`config.mk`:
```
export PLATFORM = sky130hd
export DESIGN_NAME = imm_encoder
export DESIGN_NICKNAME = d
export VERILOG_FILES = /design/src/rtl/imm_encoder_pkg.sv /design/src/rtl/imm_encoder_packer.sv /design/src/rtl/imm_encoder.sv
export SDC_FILE = /design/constraint.sdc
export NUM_CORES = 1
export LEC_CHECK = 0
export BUFFER_PORTS_ARGS = -buffer_cell sky130_fd_sc_hd__buf_2
export CORE_MARGIN = 4
export CORE_UTILIZATION = 35
export CTS_CLUSTER_SIZE = 12
export DETAILED_ROUTE_END_ITERATION = 10
export GPL_TIMING_DRIVEN = 0
export MAX_ROUTING_LAYER = met4
export PLACE_DENSITY = 0.68
export SYNTH_ARGS = -nofsm -noshare
export SYNTH_HDL_FRONTEND = slang
export SYNTH_SLANG_ARGS = --single-unit
```
`constraint.sdc`:
```
create_clock -name clk_i -period 4.2 [get_ports clk_i]
set_input_delay 1.26 -clock clk_i [delete_from_list [all_inputs] [get_ports clk_i]]
set_output_delay 1.26 -clock clk_i [all_outputs]
set_load 0.01 [all_outputs]
```
`src/rtl/imm_encoder_pkg.sv`:
```
// imm_encoder_pkg
//   Shared definitions for the immediate encoder: immediate-type codes,
//   error codes, counter limit and a sign-field helper.
package imm_encoder_pkg;

    typedef enum logic [2:0] {
        IMM_U  = 3'd0,
        IMM_J  = 3'd1,
        IMM_I  = 3'd2,
        IMM_B  = 3'd3,
        IMM_S  = 3'd4,
        IMM_NO = 3'd5
    } imm_type_e;

    typedef enum logic [1:0] {
        IMM_ERR_NONE  = 2'd0,
        IMM_ERR_RANGE = 2'd1,
        IMM_ERR_ALIGN = 2'd2
    } imm_err_e;

    localparam logic [15:0] ERR_CNT_MAX = '1;

    // True when imm[31:lsb] are all copies of the sign bit, i.e. the value
    // is representable as a signed field whose top bit sits at lsb.
    function automatic logic upper_uniform(input logic [31:0] imm, input int unsigned lsb);
        logic ok;
        ok = 1'b1;
        for (int unsigned b = lsb; b < 32; b++) begin
            if (imm[b] != imm[31]) ok = 1'b0;
        end
        return ok;
    endfunction

endpackage

```
`src/rtl/imm_encoder_packer.sv`:
```
// immFieldPacker
//   Combinational scatter of a 32-bit immediate into the format-specific
//   instruction fields, plus alignment/range classification.
//   Ports:
//     template  in  32  instruction template, non-immediate bits kept
//     imm_type  in   3  immediate format code (imm_type_e)
//     imm       in  32  signed immediate value
//     instr     out 32  template with immediate fields overwritten
//     err       out  2  imm_err_e; ALIGN takes priority over RANGE
module immFieldPacker
    import imm_encoder_pkg::*;
(
    input  logic [31:0] template,
    input  logic [2:0]  imm_type,
    input  logic [31:0] imm,
    output logic [31:0] instr,
    output logic [1:0]  err
);

    always_comb begin
        instr = template;
        err   = IMM_ERR_NONE;
        case (imm_type)
            IMM_U: begin
                instr[31:12] = imm[31:12];
                if (imm[11:0] != '0) err = IMM_ERR_ALIGN;
            end
            IMM_J: begin
                instr[31]    = imm[20];
                instr[30:21] = imm[10:1];
                instr[20]    = imm[11];
                instr[19:12] = imm[19:12];
                if (imm[0])                       err = IMM_ERR_ALIGN;
                else if (!upper_uniform(imm, 20)) err = IMM_ERR_RANGE;
            end
            IMM_I: begin
                instr[31:20] = imm[11:0];
                if (!upper_uniform(imm, 11)) err = IMM_ERR_RANGE;
            end
            IMM_S: begin
                instr[31:25] = imm[11:5];
                instr[11:7]  = imm[4:0];
                if (!upper_uniform(imm, 11)) err = IMM_ERR_RANGE;
            end
            IMM_B: begin
                instr[31]    = imm[12];
                instr[30:25] = imm[10:5];
                instr[11:8]  = imm[4:1];
                instr[7]     = imm[11];
                if (imm[0])                       err = IMM_ERR_ALIGN;
                else if (!upper_uniform(imm, 12)) err = IMM_ERR_RANGE;
            end
            default: ;
        endcase
    end

endmodule

```
`src/rtl/imm_encoder.sv`:
```
// imm_encoder
//   Two-stage valid/ready pipeline around immFieldPacker with a saturating
//   count of erroring results handed to the consumer.
//   Ports:
//     clk_i        in   1  clock, rising edge
//     rst_i        in   1  synchronous active-high reset
//     in_valid_i   in   1  request valid
//     in_ready_o   out  1  request can be accepted this cycle
//     template_i   in  32  instruction template
//     imm_type_i   in   3  immediate format code
//     imm_i        in  32  signed immediate
//     out_valid_o  out  1  result valid
//     out_ready_i  in   1  consumer accepts result
//     instr_o      out 32  encoded instruction
//     err_o        out  2  0 ok, 1 RANGE, 2 ALIGN
//     err_cnt_o    out 16  saturating count of consumed erroring results
module imm_encoder
    import imm_encoder_pkg::*;
(
    input  logic        clk_i,
    input  logic        rst_i,
    input  logic        in_valid_i,
    output logic        in_ready_o,
    input  logic [31:0] template_i,
    input  logic [2:0]  imm_type_i,
    input  logic [31:0] imm_i,
    output logic        out_valid_o,
    input  logic        out_ready_i,
    output logic [31:0] instr_o,
    output logic [1:0]  err_o,
    output logic [15:0] err_cnt_o
);

    logic        s1_valid;
    logic [31:0] s1_template;
    logic [2:0]  s1_type;
    logic [31:0] s1_imm;

    logic        s2_valid;
    logic [31:0] s2_instr;
    logic [1:0]  s2_err;
    logic [15:0] err_cnt;

    logic        s1_load;
    logic        s2_load;
    logic [31:0] packed_instr;
    logic [1:0]  packed_err;

    // in_ready_o depends combinationally on out_ready_i so a full pipeline
    // can shift without a bubble.
    assign s2_load    = !s2_valid || out_ready_i;
    assign s1_load    = !s1_valid || s2_load;
    assign in_ready_o = s1_load;

    immFieldPacker u_packer (
        .template (s1_template),
        .imm_type (s1_type),
        .imm      (s1_imm),
        .instr    (packed_instr),
        .err      (packed_err)
    );

    always_ff @(posedge clk_i) begin
        if (rst_i) begin
            s1_valid    <= 1'b0;
            s1_template <= '0;
            s1_type     <= '0;
            s1_imm      <= '0;
            s2_valid    <= 1'b0;
            s2_instr    <= '0;
            s2_err      <= '0;
            err_cnt     <= '0;
        end else begin
            if (s1_load) begin
                s1_valid <= in_valid_i;
                if (in_valid_i) begin
                    s1_template <= template_i;
                    s1_type     <= imm_type_i;
                    s1_imm      <= imm_i;
                end
            end
            // Data only moves with a valid entry so the output word stays
            // at the last result while the pipeline is empty.
            if (s2_load) begin
                s2_valid <= s1_valid;
                if (s1_valid) begin
                    s2_instr <= packed_instr;
                    s2_err   <= packed_err;
                end
            end
            if (s2_valid && out_ready_i && (s2_err != IMM_ERR_NONE) && (err_cnt != ERR_CNT_MAX)) begin
                err_cnt <= err_cnt + 16'd1;
            end
        end
    end

    assign out_valid_o = s2_valid;
    assign instr_o     = s2_instr;
    assign err_o       = s2_err;
    assign err_cnt_o   = err_cnt;

endmodule

```
# [Yosys cells after proc, flatten, opt, wreduce, memory -nomap -nowiden]
# Cells that the tools add are included.
[word_totals] regBits=119 input_bits=71 out_inout_bits=52
[classes] n_addsub=1 eq_ne=25 n_mux=68 reduce_logical=14
[op_table] cell="1-bit two-way mux" n=60
[op_table] cell="7-bit one-hot mux with 4 select lines" n=1
[op_table] cell="1-bit inequality test" n=20
[op_table] cell="16-bit by 1-bit adder with 16-bit output (second input constant)" n=1
[op_table] cell="16-bit inequality test (second input constant)" n=1
[op_table] cell="5-bit one-hot mux with 3 select lines" n=1
[op_table] cell="12-bit nonzero test" n=1
[op_table] cell="2-bit one-hot mux with 5 select lines" n=1
[op_table] cell="5-bit one-hot mux with 2 select lines" n=1
[op_table] cell="8-bit two-way mux" n=1
[op_table] cell="3-bit by 2-bit == test with 1-bit output (second input constant)" n=2
[op_table] cell="2-bit two-way mux" n=3
[op_table] cell="2-bit AND reduction" n=2
[op_table] cell="2-bit OR reduction" n=2
[op_table] cell="3-bit by 1-bit == test with 1-bit output (second input constant)" n=1
[op_table] cell="3-bit == test (second input constant)" n=1
[op_table] cell="1-bit logical AND" n=3
[op_table] cell="3-bit logical NOT" n=1
[op_table] cell="1-bit logical NOT" n=2
[op_table] cell="1-bit logical OR" n=2
[op_table] cell="2-bit nonzero test" n=1

# [Depth between registers and ports, before layout]
# Gate-level depths: netlist of run 1.
[depth] ltp_word=25 ltp_mapped=6 ltp_nobuf=5

# [By module]
# Synthesis of run 1 repeated with hierarchy kept, for this count alone.
[unflattened] hier_cells=718 hier_area_um2=5387.7
[by_module_without_submodules] mod="imm_encoder" n_inst=1 cells_each=555 area_each_um2=4419.2 seq_area_each_um2=2382.3
[by_module_without_submodules] mod="immFieldPacker" n_inst=1 cells_each=163 area_each_um2=968.4 seq_area_each_um2=0.0

# [Worst setup path before layout of run 1]
# OpenSTA, ideal clock, no wires.
[synth_timing] path_type="input port to output port" start="input out_ready_i" end="output in_ready_o" arrival_time_ns=1.474 required_ns=2.940 path_slack_ns=1.466 stages=1 cell_sequence="nand3b_1"
[synth_between] elab_chain_len=2
[synth_rtl] element="start, declared" line="imm_encoder.sv:28" source="input logic out_ready_i,"
[synth_rtl] element="1-bit logical OR" line="imm_encoder.sv:51" source="assign s2_load = !s2_valid || out_ready_i;"
[synth_rtl] element="1-bit logical OR" line="imm_encoder.sv:52" source="assign s1_load = !s1_valid || s2_load;"
[synth_rtl] element="end, declared" line="imm_encoder.sv:23" source="output logic in_ready_o,"
# Every way passes these cells.

# [Worst setup path in the final report of run 1]
# Same ends and word-level chain as after synthesis.

==> results.toml, run 1 <==
[outcome]
status = "finished clean"

[synth]
synth_compound_area_frac = 0.207
syn_inst = 638
ys_seq_area_frac = 0.474
syn_nets = 710
synth_mux_area_frac = 0.0339
yosysWarningCount = 0
yosys.area_share.adder = 0.00249
avgSynthCellArea_um2 = 7.87
async_flop_share = 0
synth_edf_count = 0
ys_ff_latch = 119
synth_cell_types = 49
synth_top_family_by_area = "simple AND/OR/NAND/NOR gates"
synthSimpleGateAreaFrac = 0.237
synthXorXnorAreaFrac = 0.00523
synth_top_flop_cell = "dfxtp_1"
syn_area_um2 = 5020

[worst_setup_path]
start_kind = "primary input"
worstPathMaxFanout = 4
crit_arrival_ns = 1.76
end_kind = "output port"
critPathLaunch = "out_ready_i"
path_class = "in2out"
rr_worst_depth = 6
r2r-start = "s1_type[1]"
cp_data_required_time_ns = 2.94

[detailed_routing]
vias = 5029
dr_wl_met2_um = 7410
met1Wirelength_um = 6980
wl_met3_um = 956
ant_nets = 0
drcViolationCount = 0
detail_route.wl_per_cell_um = 15.9
wl_um = 15500
drt_iter0_markers = 394
vias_per_cell = 5.18
top_layer = "met4"
firstDrtPassIters = 4

[timing]
slew_viol_final = 0
final-setup-viol-count = 0
period_minus_slack_ns = 3.02
fmax_mhz = 331
max-slew-margin-rel = 0.600
clock_skew_ns = 0.00959
finalCritPeriodShare = 0.718
tightest_slew_ns = 0.600
fin_setup_tns_ns = 0
timing.final.hold_violations = 0
rsz0062_at_grt = "false"

[final_layout]
diodes = 0
drive_above_1_share = 0.204
fillers = 1430
syn2layout_area_growth_pct = 28.8
nets = 850

[min_path]
whs_path_depth = 2
min_from = "instr_o[6]"
hold_path.class = "reg2reg"

[placed_design]
gp_congestion = 0.840
port_buffers = 121
hpwl_um = 11500

[pwr]
power-per-cell-area_nw_per_um2 = 469
total_power_uw = 3030
peakVddDrop_mv = 0.268
leakage_uw = 0.00263

[clocking]
cts_buffers = 17
numClockSinks = 119
cts_resized = 0
hold_buffers = 0
clkLatencyLatePin_ns = 0.41
cts_root_buf = "clkbuf_16"
clockBufferDepth = 2
postCtsSetupBuffers = 0
cts.clk_slew.worst_paths_ns = 0.05
htree_levels = 4
cts_tree = "done"

[global_route]
grt_overflow = 0
grt_pass1_vias = 4733
grt_pass1_wl_um = 24800
antenna_found_initial = 0
grt_max_degree = 17
track_usage = 0.198

[floorplan]
start_util = 0.359
core_area_um2 = 14000
die_width_um = 128
rows = 43
die_h_um = 128
die-area_um2 = 16300
ios = 123

[flow_run]
cap_violations = 0
-- area by class of cell --
cell class	instances	area [um2]	share of cell area
multi-input cells	466	2440	0.377
flip-flops and latches	119	2380	0.368
repair buffers	121	606	0.0936
clock buffers	23	468	0.0724
well taps	180	225	0.0348
plain buffers	46	175	0.0271
clock inverters	9	148	0.0228
inverters	7	26.3	0.00406
-- registers in the layout, summed over array words and instances (netlist names) --
signal       count
s1_template     32
out_valid_o      1
s1_imm          32
err_o            2
s1_valid         1
s1_type          3
instr_o         32
err_cnt_o       16
-- stage by stage --
stage                     worst slack (ns)  cell area, um2  cells  hold slack (ns)   util
after floorplan                       1.47            5020    638            0.432      -
after global placement                1.15            5850    939            0.441  0.418
after detailed placement              1.13            5850    939            0.443  0.418
after CTS                             1.19            6470    971            0.451  0.462
after global routing                  1.16            6470    971            0.469  0.462
final                                 1.18            6470    971            0.448  0.462
-- metal layers --
metal	vias up	GRT usage
met4	0	0.0449
met2	169	0.315
met3	16	0.0417
met1	2339	0.259
li1	2505	-
met5	-	-
-- Yosys cell counts, types with 2 or more instances --
| master | count | share of area |
|---|---|---|
| nor2b_1 | 13 | 0.016 |
| xnor2_1 | 2 | 0.0035 |
| dfxtp_1 | 119 | 0.47 |
| nand4_1 | 10 | 0.012 |
| mux2i_1 | 8 | 0.016 |
| o31ai_1 | 4 | 0.0060 |
| o21ai_0 | 13 | 0.013 |
| o22ai_1 | 2 | 0.0025 |
| a211oi_1 | 12 | 0.018 |
| a22oi_1 | 4 | 0.0060 |
| mux2_2 | 8 | 0.018 |
| or3_1 | 6 | 0.0075 |
| a21oi_1 | 100 | 0.10 |
| o22a_1 | 6 | 0.010 |
| clkbuf_1 | 40 | 0.030 |
| nor3_1 | 4 | 0.0040 |
| buf_1 | 4 | 0.0030 |
| nor2_1 | 35 | 0.026 |
| o211ai_1 | 8 | 0.012 |
| a22o_1 | 4 | 0.0070 |
| inv_1 | 6 | 0.0045 |
| or4_1 | 4 | 0.0060 |
| nor4_1 | 8 | 0.010 |
| and3_1 | 2 | 0.0025 |
| nand3_1 | 7 | 0.0070 |
| nand2b_1 | 4 | 0.0050 |
| a311oi_1 | 8 | 0.014 |
| nand2_1 | 176 | 0.13 |
-- layout by cell type (no fill, tap or decap), drive strengths merged, types with 10 or more instances in the layout --
cell / count
nand4: 10
buf: 126
clkbuf: 64
nor2b: 13
o21ai: 14
dfxtp: 119
nor2: 35
a211oi: 12
nand2: 176
a21oi: 100
-- worst max-delay path, cell delays in order --
cell and delay (ns):
buf_2 0.12, nand3b_1 0.19, buf_2 0.18
-- path summary, 6_finish.rpt --
kind / end / slack, ns
worst max-delay path: in_ready_o / 1.18
worst min-delay path: instr_o[6] / 0.45
worst max register to register: instr_o[29] / 2.08
worst min register to register: instr_o[6] / 0.45
-- cell families after synthesis --
logic type               count (synthesis)
AO/OA/AOI/OAI                          172
buffers and inverters                   53
adder cells (fa/ha/maj)                  1
flip-flops                             119
XOR/XNOR                                 3
AND/OR/NAND/NOR                        274
multiplexers                            16
-- report_power, final --
group	switching (uW)	internal [uW]	total (uW)
logic	173	110	283
registers	43.9	1190	1230
clock network	498	1020	1520
total	715	2320	3030
(Power assumes the default switching activity.)
==> run 2, diff against run 1 <==
PLACE_DENSITY = 0.7   (was 0.68)
clock period = 2.6 ns   (was 4.2 ns; I/O delays follow)
==> run 2 against run 1 <==
  * Final cell count shrank 0.31%
  * Sequential power grew 62%
  * Critical path depth grew 4
  * Count of clock-buffer cells in the layout increased by 3
  * Setup slack worse by 0.81 ns
  * Global-route usage down 0.18 points
  * Critical endpoint is now s1_template[14]
  * Register-to-register slack worse by 1.7 ns
  * Die area did not move
  * Flip-flop and latch count unchanged
  * Routed wire length grew 1.0%
==> results.toml, run 2 (same netlist as run 1, synthesis figures left out) <==
[clocking]
htree_levels = 4
clockBufferDepth = 2
numClockSinks = 119
cts_tree = "done"
cts_buffers = 17
clkLatencyLatePin_ns = 0.41
cts_root_buf = "clkbuf_16"
postCtsSetupBuffers = 0
cts_resized = 0
hold_buffers = 0
cts.clk_slew.worst_paths_ns = 0.05

[floorplan]
die-area_um2 = 16300
ios = 123
core_area_um2 = 14000
die_h_um = 128
start_util = 0.359
die_width_um = 128
rows = 43

[global_route]
track_usage = 0.196
grt_overflow = 0
grt_max_degree = 17
antenna_found_initial = 0
grt_pass1_vias = 4840
grt_pass1_wl_um = 24600

[timing]
max-slew-margin-rel = 0.592
fmax_mhz = 449
finalCritPeriodShare = 0.856
final-setup-viol-count = 0
clock_skew_ns = 0.00421
rsz0062_at_grt = "false"
tightest_slew_ns = 0.612
fin_setup_tns_ns = 0
timing.final.hold_violations = 0
slew_viol_final = 0
period_minus_slack_ns = 2.22
fin_ws_ns = 0.375

[worst_setup_path]
start_kind = "primary input"
cp_data_required_time_ns = 2.93
crit_arrival_ns = 2.56
path_class = "in2reg"
end_kind = "flip-flop"
path_buf_inv = 3
worstPathMaxFanout = 10
slowest_delay_ns = 0.48
crit_top_cell = "a21oi_1"
worst_path_max_delay_cell = "clkbuf_1"
path_cells = "buf_2 > nor2b_1 > a21oi_1 > clkbuf_1 > buf_1 > nand2_1 > a21oi_1"
worst_path_dominant_cell_family = "buffers and inverters"

[placed_design]
hpwl_um = 11600
gp_congestion = 0.836
port_buffers = 121
pre_cts_ws_ns = 0.0108

[final_layout]
diodes = 0
final_cell_mix = "nand2_1, buf_2, dfxtp_1"
nets = 850
drive_above_1_share = 0.203
layout_commonest_cell = "nand2_1"
syn2layout_area_growth_pct = 27.4

[flow_run]
cap_violations = 0

[outcome]
status = "finished clean"

[detailed_routing]
firstDrtPassIters = 6
wl_met3_um = 1240
drt_iter0_markers = 386
vias = 5060
met1Wirelength_um = 7000
top_layer = "met4"
drcViolationCount = 0
dr_wl_met2_um = 7120
wl_um = 15600
detail_route.wl_per_cell_um = 16.1
ant_nets = 0
vias_per_cell = 5.23

[pwr]
leakage_uw = 0.00260
power-per-cell-area_nw_per_um2 = 717
peakVddDrop_mv = 0.489

[min_path]
hold_path.class = "reg2reg"
-- run 2: cell types whose count changed in the layout (fill, tap and decap cells not counted), sizes merged --
cell      delta
clkinv       -1
bufinv       -4
clkinvlp     -1
clkbuf       +3
-- run 2: cell type report --
| type | count | area, um2 |
|---|---|---|
| buffer | 46 | 175 |
| clock buffer | 26 | 529 |
| clock inverter | 3 | 15.0 |
| fill | 1431 | 7590 |
| inverter | 7 | 26.3 |
| multi-input combinational | 466 | 2440 |
| sequential | 119 | 2380 |
| tap | 180 | 225 |
| timing repair buffer | 121 | 606 |
-- run 2: per-layer routing --
| metal | GRT usage | vias up |
|---|---|---|
| li1 | - | 2507 |
| met1 | 0.254 | 2321 |
| met2 | 0.304 | 213 |
| met3 | 0.0442 | 19 |
| met4 | 0.0637 | 0 |
| met5 | - | - |
-- run 2: final timing paths --
path                     endpoint  slack, ns  cells after the start        start
setup / recovery  s1_template[14]       0.38                      7  out_ready_i
hold / removal         instr_o[0]       0.45                      2   instr_o[0]
setup reg to reg  s1_template[14]       0.42                      6  out_valid_o
hold reg to reg        instr_o[0]       0.45                      2   instr_o[0]
-- run 2: power breakdown --
group	internal, uW	switching (uW)	leakage (uW)
logic	177	278	0.00135
clock network	1370	771	0.000274
registers	1920	71.8	0.000976
total	3470	1120	0.00260
-- run 2: through the flow --
step	hold slack, ns	util	power (uW)	area, um2	std cells
CTS	0.451	0.457	4620	6400	968
finish	0.448	0.457	4590	6400	968
floorplan	0.432	-	2280	5020	638
global route	0.464	0.457	4750	6400	968
global placement	0.442	0.418	2470	5850	939
detailed placement	0.444	0.418	2480	5850	939
-- run 2: worst min-delay path, cell delays in order (launching register included) --
cell	delay, ns
dfxtp_1	0.30
nand2_1	0.05
a21oi_1	0.05
